File: src/rtl/frame_image_drawer.sv
// rtl/frame_image_drawer.sv - raster reader from image BRAM to VGA plot commands
module frame_image_drawer #(
  parameter int                 WIDTH             = 320,
  parameter int                 HEIGHT            = 240,
  parameter int                 ADDR_W            = 17,
  parameter int                 COLOR_W           = 8,
  parameter int                 X_W               = 9,
  parameter int                 Y_W               = 8,
  parameter int                 READ_LATENCY      = 1,
  parameter int                 TRANSPARENT_EN    = 0,
  parameter logic [COLOR_W-1:0] TRANSPARENT_COLOR = 8'hE3
) (
  input  logic               clock,
  input  logic               resetn,
  input  logic               start,
  output logic [ADDR_W-1:0]  rdaddress,
  input  logic [COLOR_W-1:0] q,
  output logic [X_W-1:0]     x,
  output logic [Y_W-1:0]     y,
  output logic [COLOR_W-1:0] colour,
  output logic               plot,
  output logic               busy,
  output logic               done
);

  localparam longint unsigned NPIX = longint'(WIDTH) * longint'(HEIGHT);
  localparam logic [ADDR_W-1:0] LAST_ADDR = ADDR_W'(NPIX - 1);
  localparam logic [X_W-1:0]    X_LAST    = X_W'(WIDTH - 1);

  // Size checks: the image must fit the address space and coordinate widths.
  generate
    if (NPIX > (64'd1 << ADDR_W)) begin : g_bad_npix
      $error("frame_image_drawer: WIDTH*HEIGHT exceeds 2^ADDR_W");
    end
    if (longint'(WIDTH) > (64'd1 << X_W)) begin : g_bad_width
      $error("frame_image_drawer: WIDTH exceeds 2^X_W");
    end
    if (longint'(HEIGHT) > (64'd1 << Y_W)) begin : g_bad_height
      $error("frame_image_drawer: HEIGHT exceeds 2^Y_W");
    end
    if (READ_LATENCY < 1 || READ_LATENCY > 2) begin : g_bad_latency
      $error("frame_image_drawer: READ_LATENCY must be 1 or 2");
    end
  endgenerate

  typedef enum logic [1:0] {S_IDLE, S_FETCH, S_DRAIN, S_DONE} state_t;

  state_t             state_q, state_d;
  logic [ADDR_W-1:0]  addr_q, addr_d;
  logic [X_W-1:0]     fx_q, fx_d;
  logic [Y_W-1:0]     fy_q, fy_d;
  logic [1:0]         drain_q, drain_d;

  // Read-latency delay line: valid bit plus the coordinates of each issued read.
  logic [READ_LATENCY-1:0] pv_q;
  logic [X_W-1:0]          px_q [READ_LATENCY];
  logic [Y_W-1:0]          py_q [READ_LATENCY];

  // Last presented pixel, so x/y/colour hold between plots.
  logic [X_W-1:0]     x_q;
  logic [Y_W-1:0]     y_q;
  logic [COLOR_W-1:0] col_q;

  logic dvalid;
  assign dvalid = pv_q[READ_LATENCY-1];

  // Control state and fetch counters.
  always_ff @(posedge clock) begin
    if (!resetn) begin
      state_q <= S_IDLE;
      addr_q  <= '0;
      fx_q    <= '0;
      fy_q    <= '0;
      drain_q <= '0;
    end else begin
      state_q <= state_d;
      addr_q  <= addr_d;
      fx_q    <= fx_d;
      fy_q    <= fy_d;
      drain_q <= drain_d;
    end
  end

  // Next-state logic: raster walk with the linear address kept alongside x/y.
  always_comb begin
    state_d = state_q;
    addr_d  = addr_q;
    fx_d    = fx_q;
    fy_d    = fy_q;
    drain_d = drain_q;
    case (state_q)
      S_IDLE: begin
        if (start) begin
          state_d = S_FETCH;
          addr_d  = '0;
          fx_d    = '0;
          fy_d    = '0;
        end
      end
      S_FETCH: begin
        if (addr_q == LAST_ADDR) begin
          state_d = S_DRAIN;
          drain_d = 2'(READ_LATENCY - 1);
        end else begin
          addr_d = addr_q + ADDR_W'(1);
          if (fx_q == X_LAST) begin
            fx_d = '0;
            fy_d = fy_q + Y_W'(1);
          end else begin
            fx_d = fx_q + X_W'(1);
          end
        end
      end
      S_DRAIN: begin
        if (drain_q == 2'd0) state_d = S_DONE;
        else                 drain_d = drain_q - 2'd1;
      end
      S_DONE:  state_d = S_IDLE;
      default: state_d = S_IDLE;
    endcase
  end

  // Delay the issued coordinates to line up with the returning BRAM data.
  always_ff @(posedge clock) begin
    if (!resetn) begin
      pv_q <= '0;
      for (int i = 0; i < READ_LATENCY; i++) begin
        px_q[i] <= '0;
        py_q[i] <= '0;
      end
    end else begin
      pv_q[0] <= (state_q == S_FETCH);
      px_q[0] <= fx_q;
      py_q[0] <= fy_q;
      for (int i = 1; i < READ_LATENCY; i++) begin
        pv_q[i] <= pv_q[i-1];
        px_q[i] <= px_q[i-1];
        py_q[i] <= py_q[i-1];
      end
    end
  end

  // Capture each presented pixel so the outputs hold once the stream stops.
  always_ff @(posedge clock) begin
    if (!resetn) begin
      x_q   <= '0;
      y_q   <= '0;
      col_q <= '0;
    end else if (dvalid) begin
      x_q   <= px_q[READ_LATENCY-1];
      y_q   <= py_q[READ_LATENCY-1];
      col_q <= q;
    end
  end

  // Present BRAM data in the same cycle it arrives; transparent pixels skip the strobe.
  always_comb begin
    x      = dvalid ? px_q[READ_LATENCY-1] : x_q;
    y      = dvalid ? py_q[READ_LATENCY-1] : y_q;
    colour = dvalid ? q : col_q;
    plot   = dvalid && !((TRANSPARENT_EN != 0) && (q == TRANSPARENT_COLOR));
  end

  assign rdaddress = addr_q;
  assign busy      = (state_q == S_FETCH) || (state_q == S_DRAIN);
  assign done      = (state_q == S_DONE);

endmodule

File: config.mk
export PLATFORM = sky130hd
export DESIGN_NAME = frame_image_drawer
export DESIGN_NICKNAME = d
export VERILOG_FILES = /design/src/rtl/frame_image_drawer.sv
export SDC_FILE = /design/constraint.sdc
export NUM_CORES = 1
export LEC_CHECK = 0
export BUFFER_PORTS_ARGS = -buffer_cell sky130_fd_sc_hd__buf_2
export CORE_MARGIN = 10
export CORE_UTILIZATION = 55
export DETAILED_ROUTE_END_ITERATION = 7
export GPL_ROUTABILITY_DRIVEN = 0
export HOLD_SLACK_MARGIN = 0.06
export PLACE_DENSITY = 0.78
export SYNTH_ARGS = -nofsm -noshare
export SYNTH_HDL_FRONTEND = slang
export SYNTH_SLANG_ARGS = --single-unit
File: constraint.sdc
create_clock -name clock -period 2.82 [get_ports clock]
set_clock_uncertainty 0.1 [all_clocks]
set_input_delay 0.564 -clock clock [delete_from_list [all_inputs] [get_ports clock]]
set_output_delay 0.564 -clock clock [all_outputs]
set_load 0.01 [all_outputs]
# --- Word-level counts from Yosys, hierarchy flattened ---
# Memory sizes are Yosys's and may differ from the RTL's.
# Index checks and enable logic that the tools add are counted.
word_totals:
  reg_bits: 64
  ramBits: 17
  in_bits: 11
  out_inout_bits: 45
  wordCells: 64
  mem_count: 2
op_classes:
  n_addsub: 4
  n_eq_ne: 11
  mux: 27
  n_reduce_logical: 11
mem_list:
  columns: ["name", "words", "width", "read_ports", "rd_ports_with_merged_regs", "wr", "line_no", "rtl"]
  rows:
  - ["px_q", 1, 9, 1, 0, 1, "56", "logic [X_W-1:0] px_q [READ_LATENCY];"]
  - ["py_q", 1, 8, 1, 0, 1, "57", "logic [Y_W-1:0] py_q [READ_LATENCY];"]
ops:
  columns: ["op", "n"]
  rows:
  - ["$mux W8", 6]
  - ["$mux W9", 5]
  - ["$mux W17", 2]
  - ["$pmux W17 S2", 1]
  - ["$pmux W9 S2", 1]
  - ["$add A17 B1 Y17 const B", 1]
  - ["$eq A17 B17 Y1 const B", 1]
  - ["$pmux W8 S2", 1]
  - ["$ne A2 B2 Y1 const B", 6]
  - ["$mux W2", 5]
  - ["$add A9 B1 Y9 const B", 1]
  - ["$eq A9 B9 Y1 const B", 1]
  - ["$reduce_and A3 Y1", 3]
  - ["$reduce_or A9 Y1", 1]
  - ["$add A8 B1 Y8 const B", 1]
  - ["$pmux W2 S4", 1]
  - ["$reduce_or A8 Y1", 1]
  - ["$eq A2 B2 Y1 const B", 2]
  - ["$logic_not A2 Y1", 2]
  - ["$mux W1", 4]
  - ["$pmux W2 S2", 1]
  - ["$reduce_and A4 Y1", 1]
  - ["$reduce_bool A2 Y1", 2]
  - ["$eq A2 B1 Y1 const B", 1]
  - ["2 further kinds", 2]

# --- Logic depth before layout (Yosys ltp) ---
# Gate-level depths: netlist (run 1).
depth:
  depth_word: 4
  mapped_depth: 8
  ltp_nobuf: 7

# --- Worst setup path after synthesis (run 1) ---
# Ideal clock, no wire load.
synth_timing:
  path_type: "register to register"
  from: "register addr_q[0] (netlist: rdaddress[0])"
  to: "register fx_q[7]"
  setup_ps: 86
  t_arrival_ps: 2007
  required_time_ps: 2634
  path_slack_ps: 628
  stages_incl_launch_ff: 7
  path_buffers: 0
  synth_period_minus_slack_ps: 2192
  cell_sequence: "dfxtp_1 -> ha_1 -> and4_2 -> nand2_1 -> o31ai_4 -> or4_2 -> a211oi_1"
synth_via:
  elab_chain_cells: 3
synth_lines:
  columns: ["element", "line_no", "rtl"]
  rows:
  - ["start: declaration", "49", "logic [ADDR_W-1:0] addr_q, addr_d;"]
  - ["start signal: assignment", "77", "addr_q <= addr_d;"]
  - ["$eq A17 B17 Y1", "101", "if (addr_q == LAST_ADDR) begin"]
  - ["$ne A2 B2 Y1 (no line)", null, null]
  - ["$reduce_and A3 Y1 (no line)", null, null]
  - ["end signal: assignment", "72", "fx_q <= '0;"]
  - ["end signal: assignment", "78", "fx_q <= fx_d;"]
  - ["end: declaration", "50", "logic [X_W-1:0] fx_q, fx_d;"]
# Every way passes these cells.
# A chain may end at the register's enable or synchronous reset.

# --- Worst setup path in the final report (run 1) ---
layout_timing:
  from: "register addr_q[14] (netlist: rdaddress[14])"
  to: "register fy_q[7]"
layout_via:
  elab_chain_cells: 3
layout_lines:
  columns: ["element", "line_no", "rtl"]
  rows:
  - ["$eq A17 B17 Y1", "101", null]
  - ["$ne A2 B2 Y1 (no line)", null, null]
  - ["$reduce_and A4 Y1 (no line)", null, null]
  - ["end signal: assignment", "79", "fy_q <= fy_d;"]
  - ["end: declaration", "51", "logic [Y_W-1:0] fy_q, fy_d;"]
# Every way passes these cells.

==> run_results.csv, run 1 <==
group,metric,value,unit
run_status,run_status,"finished clean",
synthesis,async_flop_share,0,%
clocking,numCtsBuffers,9,
min_path,min_path_type,"reg2reg",
synthesis,muxShareOfSynthArea,9.08,%
global_routing,grtUsageTotal,16.2,%
sta,hold_viol_final,0,
place,dpl.hpwl,5650,µm
clocking,clk_latency,0.36,ns
synthesis,synth_top_family_by_area,"simple AND/OR/NAND/NOR gates",
clocking,cts-htree-levels,3,
synthesis,syn_area,3680,µm²
cells_and_area,syn2layout_area_growth,14.9,%
sta,grt_setup_unrepaired,"no",
synthesis,yosysMostFrequentCell,"dfxtp_1",
setup_path,crit_arrival,2.65,ns
setup_path,cp_max_fo,11,
clocking,cts_buffer_depth,2,
sta,relSlewSlack,53.9,%
drt,firstDrtPassIters,4,
place,placed_area,3990,µm²
synthesis,ys_ff_latch,81,
floorplanning,die_w,102,µm
setup_path,cp_slowest_cell,"or4_1",
synthesis,synthDistinctLibCells,56,
global_routing,grt_pass1_vias,2897,
drt,drtIter0Drc,171,
drt,wl,8160,µm
clocking,root_buffer,"clkbuf_8",
clocking,cts_setup_buffers,0,
synthesis,yosys-top-cells-count,"dfxtp_1 (81), and2_1 (43), mux2_2 (27), nand2_1 (27), o21ai_0 (19)",
sta,finalSetupViolCount,0,
cells_and_area,instances_no_fill,520,
floorplanning,initial_core_util,57.3,%
cells_and_area,final_util,65.8,%
synthesis,ys_seq_area_share,44.1,%
pwr,vdd_drop_max,0.535,mV
setup_path,max_stage_delay,0.67,ns
setup_path,path_cells,"or2_1 -> or4_1 -> o31ai_4 -> buf_4 -> a21oi_2 -> a211oi_2",
sta,min_period,2.47,ns
cells_and_area,n_antenna_cell,0,
synthesis,netlist_instances,385,
sta,fin_crit_sh,87.6,%
drt,antenna_left,0,
drt,viasPerCell,5.82,
synthesis,ys_warn_count,0,
synthesis,synth_top_cells_by_area,"dfxtp_1 (44%), mux2_2 (8.3%), and2_1 (7.3%), nand2_1 (2.8%), ha_1 (2.7%)",
place,dp_cells,504,
clocking,cts_tree,"done",
pwr,power.density,724,nW/µm²
floorplanning,io_pins,56,
synthesis,avgSynthCellArea,9.55,µm²
synthesis,yosysTopAreaCell,"dfxtp_1",
global_routing,grt_max_degree,28,
floorplanning,dieArea,10400,µm²
synthesis,synthAdderAreaFrac,2.72,%
global_routing,grt_overflow_total,0,
setup_path,cp_data_required_time,3.01,ns
sta,hold_ws,0.393,ns
cells_and_area,drive_gt1_share,28.2,%
global_routing,antenna_found_initial,0,
setup_path,end_kind,"register",
floorplanning,core_area,6420,µm²
clocking,cts_hold_buf,0,
global_routing,grt_pass1_wl,13800,µm
place,portBuffers,55,
sta,max_freq,405,MHz
setup_path,cp-start-kind,"register",
synthesis,synth_xor_area_share,0.238,%
clocking,cts_num_sinks,81,
synthesis,synthSimpleGateAreaFrac,21.8,%
clocking,cts.clk_slew.worst_paths,0.09,ns
synthesis,ys.flop_type,"dfxtp_1",
floorplanning,die_y,102,µm
sta,tns,0,ns
drt,vias,3025,
cells_and_area,postLayoutCellArea,4230,µm²
floorplanning,rows,29,
synthesis,synth_compound_area_share,17.6,%
synthesis,synth_nets,404,
run,maxCapViolCount,0,
sta,slew_viol_final,0,
pwr,p_leak,1.74,nW
synthesis,synth-edff-count,0,
drt,post_drt_wl_per_cell,15.7,µm
synthesis,synth_top_area_share,44.1,%
drt,drc,0,
clocking,ctsResizeCount,0,
sta,max_slew.worst_pin.slew,0.692,ns
setup_path,path_class,"reg2reg",
cells_and_area,nets,457,
==> report_power, final <==
| group | internal [W] | switching [W] |
|---|---|---|
| Sequential | 0.00120 | 0.0000373 |
| Clock | 0.000593 | 0.000434 |
| Combinational | 0.000310 | 0.000487 |
| Total | 0.00210 | 0.000958 |
==> routing by layer <==
metal / wire (µm) / vias to the layer above / global-route usage, %
met4: 135 / 0 / 6.49
met2: 3840 / 87 / 25.9
li1: - / 1503 / -
met1: 3560 / 1420 / 19.6
met5: 0 / - / 0
met3: 631 / 15 / 5.58
==> worst paths after layout <==
kind / startpoint / to / slack, ns / depth (start not counted)
setup / recovery: rdaddress[14]$_SDFFE_PN0P_ / fy_q[7]$_SDFFE_PN0P_ / 0.35 / 6
hold / removal: fy_q[7]$_SDFFE_PN0P_ / fy_q[7]$_SDFFE_PN0P_ / 0.39 / 1
setup reg to reg: rdaddress[14]$_SDFFE_PN0P_ / fy_q[7]$_SDFFE_PN0P_ / 0.35 / 6
hold reg to reg: fy_q[7]$_SDFFE_PN0P_ / fy_q[7]$_SDFFE_PN0P_ / 0.39 / 1
==> registers in the layout, indices dropped and copies added (netlist names) <==
register and flops:
fx_q 9, py_q 8, x_q 9, col_q 8, drain_q 2, fy_q 8, state_q 2, plot 1
px_q 9, y_q 8, rdaddress 17
==> cell families after synthesis <==
family                     count (synthesis)
and+or+nand+nor                          143
AOI/OAI and AO/OA                         91
DFF                                       81
buffers and inverters                     31
muxes                                     30
adders and majority gates                  8
xor gates and xnor gates                   1
==> through the flow <==
stage / total power [W] / setup slack, ns
final: 0.00306 / 0.350
after global routing: 0.00322 / 0.164
after CTS: 0.00309 / 0.326
after detailed placement: 0.00206 / 0.336
after global placement: 0.00204 / 0.430
after floorplan: 0.00190 / 0.628
==> cell usage in the layout (no fill, tap or decap), types with 5 or more instances in the layout <==
cell type,instances
o21ai_0,19
buf_4,9
nor2_1,15
dfxtp_1,81
nand2_1,27
a31oi_1,8
nand3_1,14
mux2_2,27
or4_1,7
nor3_1,7
ha_1,8
a21o_1,5
nand4_1,7
buf_2,55
a21oi_1,18
a211oi_1,7
inv_1,9
and2_1,43
clkbuf_8,9
==> critical path, delay by kind of cell, from the launching register on <==
kind	cells	cell delay, ns
AOI/OAI and AO/OA	3	0.73
buffers and inverters	1	0.27
DFF	1	0.36
and+or+nand+nor	2	0.92
==> area by class of cell <==
cell class | count | area (µm²)
fill | 520 | 2190
multi-input combinational | 273 | 1890
sequential | 81 | 1620
timing repair buffer | 64 | 343
clock buffer | 10 | 128
clock inverter | 6 | 115
tap | 77 | 96.3
inverter | 9 | 33.8
Power figures use the tool's default switching activity.
==> run 2, diff against run 1 <==
==> config.mk (replaced) <==
export PLATFORM = sky130hd
export DESIGN_NAME = frame_image_drawer
export DESIGN_NICKNAME = d
export VERILOG_FILES = /design/src/rtl/frame_image_drawer.sv
export SDC_FILE = /design/constraint.sdc
export NUM_CORES = 1
export LEC_CHECK = 0
export CORE_MARGIN = 10
export CORE_UTILIZATION = 55
export DETAILED_ROUTE_END_ITERATION = 7
export DONT_BUFFER_PORTS = 1
export GPL_ROUTABILITY_DRIVEN = 0
export HOLD_SLACK_MARGIN = 0.06
export PLACE_DENSITY = 0.7
export SYNTH_ARGS = -nofsm -noshare
export SYNTH_HDL_FRONTEND = slang
export SYNTH_SLANG_ARGS = --single-unit
==> run 2 against run 1 <==
  * Total power shrank 5.4%
  * Critical endpoint is now fy_q[0]$_SDFFE_PN0P_
  * Cell count shrank 11%
  * Non-clock buffer count decreased by 54
  * First-iteration DRC count up 27%
  * Count of clock-buffer cells in the layout unchanged
  * Critical path depth is the same
  * Combinational power decreased by 5.3%
  * Global-route usage shrank 0.36 points
  * Worst setup slack lost 0.047 ns
  * Via count is 9.3% lower
  * Sequential power barely moved
  * Core utilization is 4.7 points lower
  * Largest power group unchanged
==> run_results.csv, run 2 (synthesized netlist as in run 1, its figures left out) <==
group,metric,value,unit
pwr,clockPowerShare,31.1,%
place,portBuffers,0,
floorplanning,rows,29,
floorplanning,dieArea,10400,µm²
drt,post_drt_wl_per_cell,17.2,µm
drt,vias,2745,
cells_and_area,mostFrequentLayoutCells,"dfxtp_1 (81), and2_1 (43), mux2_2 (27), nand2_1 (27), o21ai_0 (19)",
global_routing,grtUsageTotal,15.9,%
clocking,clk_latency,0.34,ns
cells_and_area,n_antenna_cell,0,
pwr,vdd_drop_max,0.539,mV
clocking,cts_buffer_depth,2,
sta,grt_setup_unrepaired,"no",
setup_path,cp_slowest_cell,"a21oi_1",
pwr,p_int,0.00198,W
sta,max_slew.worst_pin.slew,0.688,ns
global_routing,grt_pass1_vias,2705,
sta,fin_crit_sh,89.3,%
global_routing,grt_overflow_total,0,
sta,tns,0,ns
drt,firstDrtPassIters,4,
sta,slew_viol_final,0,
cells_and_area,final_common_cell,"dfxtp_1",
sta,relSlewSlack,54.1,%
clocking,root_buffer,"clkbuf_8",
clocking,cts_setup_buffers,0,
setup_path,cp-start-kind,"register",
floorplanning,die_y,102,µm
place,placed_area,3720,µm²
pwr,power.density,737,nW/µm²
setup_path,critPathTopFamily,"compound AO/OA/AOI/OAI gates",
drt,viasPerCell,5.90,
setup_path,cp_data_required_time,2.95,ns
pwr,seqPwrFrac,42.8,%
setup_path,cp_max_fo,8,
global_routing,grt_max_degree,52,
clocking,numCtsBuffers,9,
cells_and_area,syn2layout_area_growth,6.73,%
clocking,cts_hold_buf,0,
clocking,cts_tree,"done",
setup_path,path_class,"reg2reg",
global_routing,grt_pass1_wl,13300,µm
sta,hold_viol_final,0,
clocking,cts_num_sinks,81,
run_status,run_status,"finished clean",
setup_path,path_cells,"ha_1 -> and4_2 -> nand2_1 -> o21ai_0 -> a21oi_1 -> mux2_2",
cells_and_area,largest_register_ffs,17,
min_path,min_path_type,"in2reg",
sta,max_freq,397,MHz
run,maxCapViolCount,0,
cells_and_area,fillers,590,
sta,hold_ws,0.245,ns
setup_path,r2r_slack,0.30,ns
clocking,cts-htree-levels,3,
drt,antenna_left,0,
floorplanning,io_pins,56,
cells_and_area,drive_gt1_share,18.0,%
setup_path,cp_num_buf_inv,0,
global_routing,antenna_found_initial,0,
floorplanning,core_area,6420,µm²
setup_path,end_kind,"register",
sta,finalSetupViolCount,0,
setup_path,crit_arrival,2.65,ns
pwr,power_switching_share,31.8,%
drt,drc,0,
sta,min_period,2.52,ns
drt,drtIter0Drc,218,
pwr,p_leak,1.44,nW
place,dpl.hpwl,5630,µm
clocking,ctsResizeCount,0,
floorplanning,initial_core_util,57.3,%
pwr,power,0.00290,W
cells_and_area,nets,403,
cells_and_area,postLayoutCellArea,3930,µm²
clocking,cts.clk_slew.worst_paths,0.08,ns
pwr,p_switching,0.000919,W
pwr,pwr-share-comb,26.1,%
drt,wl,7980,µm
setup_path,max_stage_delay,0.58,ns
floorplanning,die_w,102,µm
[run 2: cell count changes in the layout (fill, tap and decap cells not counted), sizes merged]
| cell | before | now |
|---|---|---|
| buf | 64 | 10 |
| clkinv | 1 | 2 |
| inv | 10 | 9 |
| bufinv | 3 | 2 |
[run 2: final timing paths]
kind / cells past startpoint / start / to
min: 1 / resetn / x_q[3]$_SDFF_PN0_
max: 6 / rdaddress[0]$_SDFFE_PN0P_ / fy_q[0]$_SDFFE_PN0P_
min reg2reg: 1 / fy_q[7]$_SDFFE_PN0P_ / fy_q[7]$_SDFFE_PN0P_
max reg2reg: 6 / rdaddress[0]$_SDFFE_PN0P_ / fy_q[0]$_SDFFE_PN0P_
[run 2: cell type report]
type / count / area [µm²] / area share (%)
Timing Repair Buffer: 10 / 75.1 / 1.91
Clock inverter: 5 / 81.3 / 2.07
Inverter: 9 / 33.8 / 0.860
Tap cell: 77 / 96.3 / 2.45
Clock buffer: 10 / 128 / 3.25
Multi-Input combinational cell: 273 / 1890 / 48.2
Sequential cell: 81 / 1620 / 41.3
[run 2: worst reg2reg max path, stage by stage (launching register included)]
cell and delay (ns):
dfxtp_1 0.39, ha_1 0.27, and4_2 0.26, nand2_1 0.26, o21ai_0 0.14, a21oi_1 0.58
mux2_2 0.41
[run 2: power by group through the flow]
stage          Sequential [W]  Combinational [W]  Clock [W]
3_3_place_gp          0.00126           0.000744          0
4_1_cts               0.00124           0.000764   0.000922
5_1_grt               0.00125           0.000833   0.000977
6_report              0.00124           0.000755   0.000901
3_5_place_dp          0.00127           0.000761          0
2_1_floorplan         0.00126           0.000638          0
[run 2: through the flow]
stage,worst slack [ns],util [%],cells
after floorplan,0.628,-,385
after global routing,0.0754,61.1,465
after detailed placement,0.298,57.9,450
after global placement,0.420,57.9,450
after CTS,0.278,61.1,465
final,0.303,61.1,465
[run 2: per-layer routing]
layer	global-route usage, %	vias up	wire length, µm
met5	0	-	0
met4	5.61	0	70
met2	26.4	69	3750
met1	18.2	1279	3450
li1	-	1391	-
met3	6.13	6	711
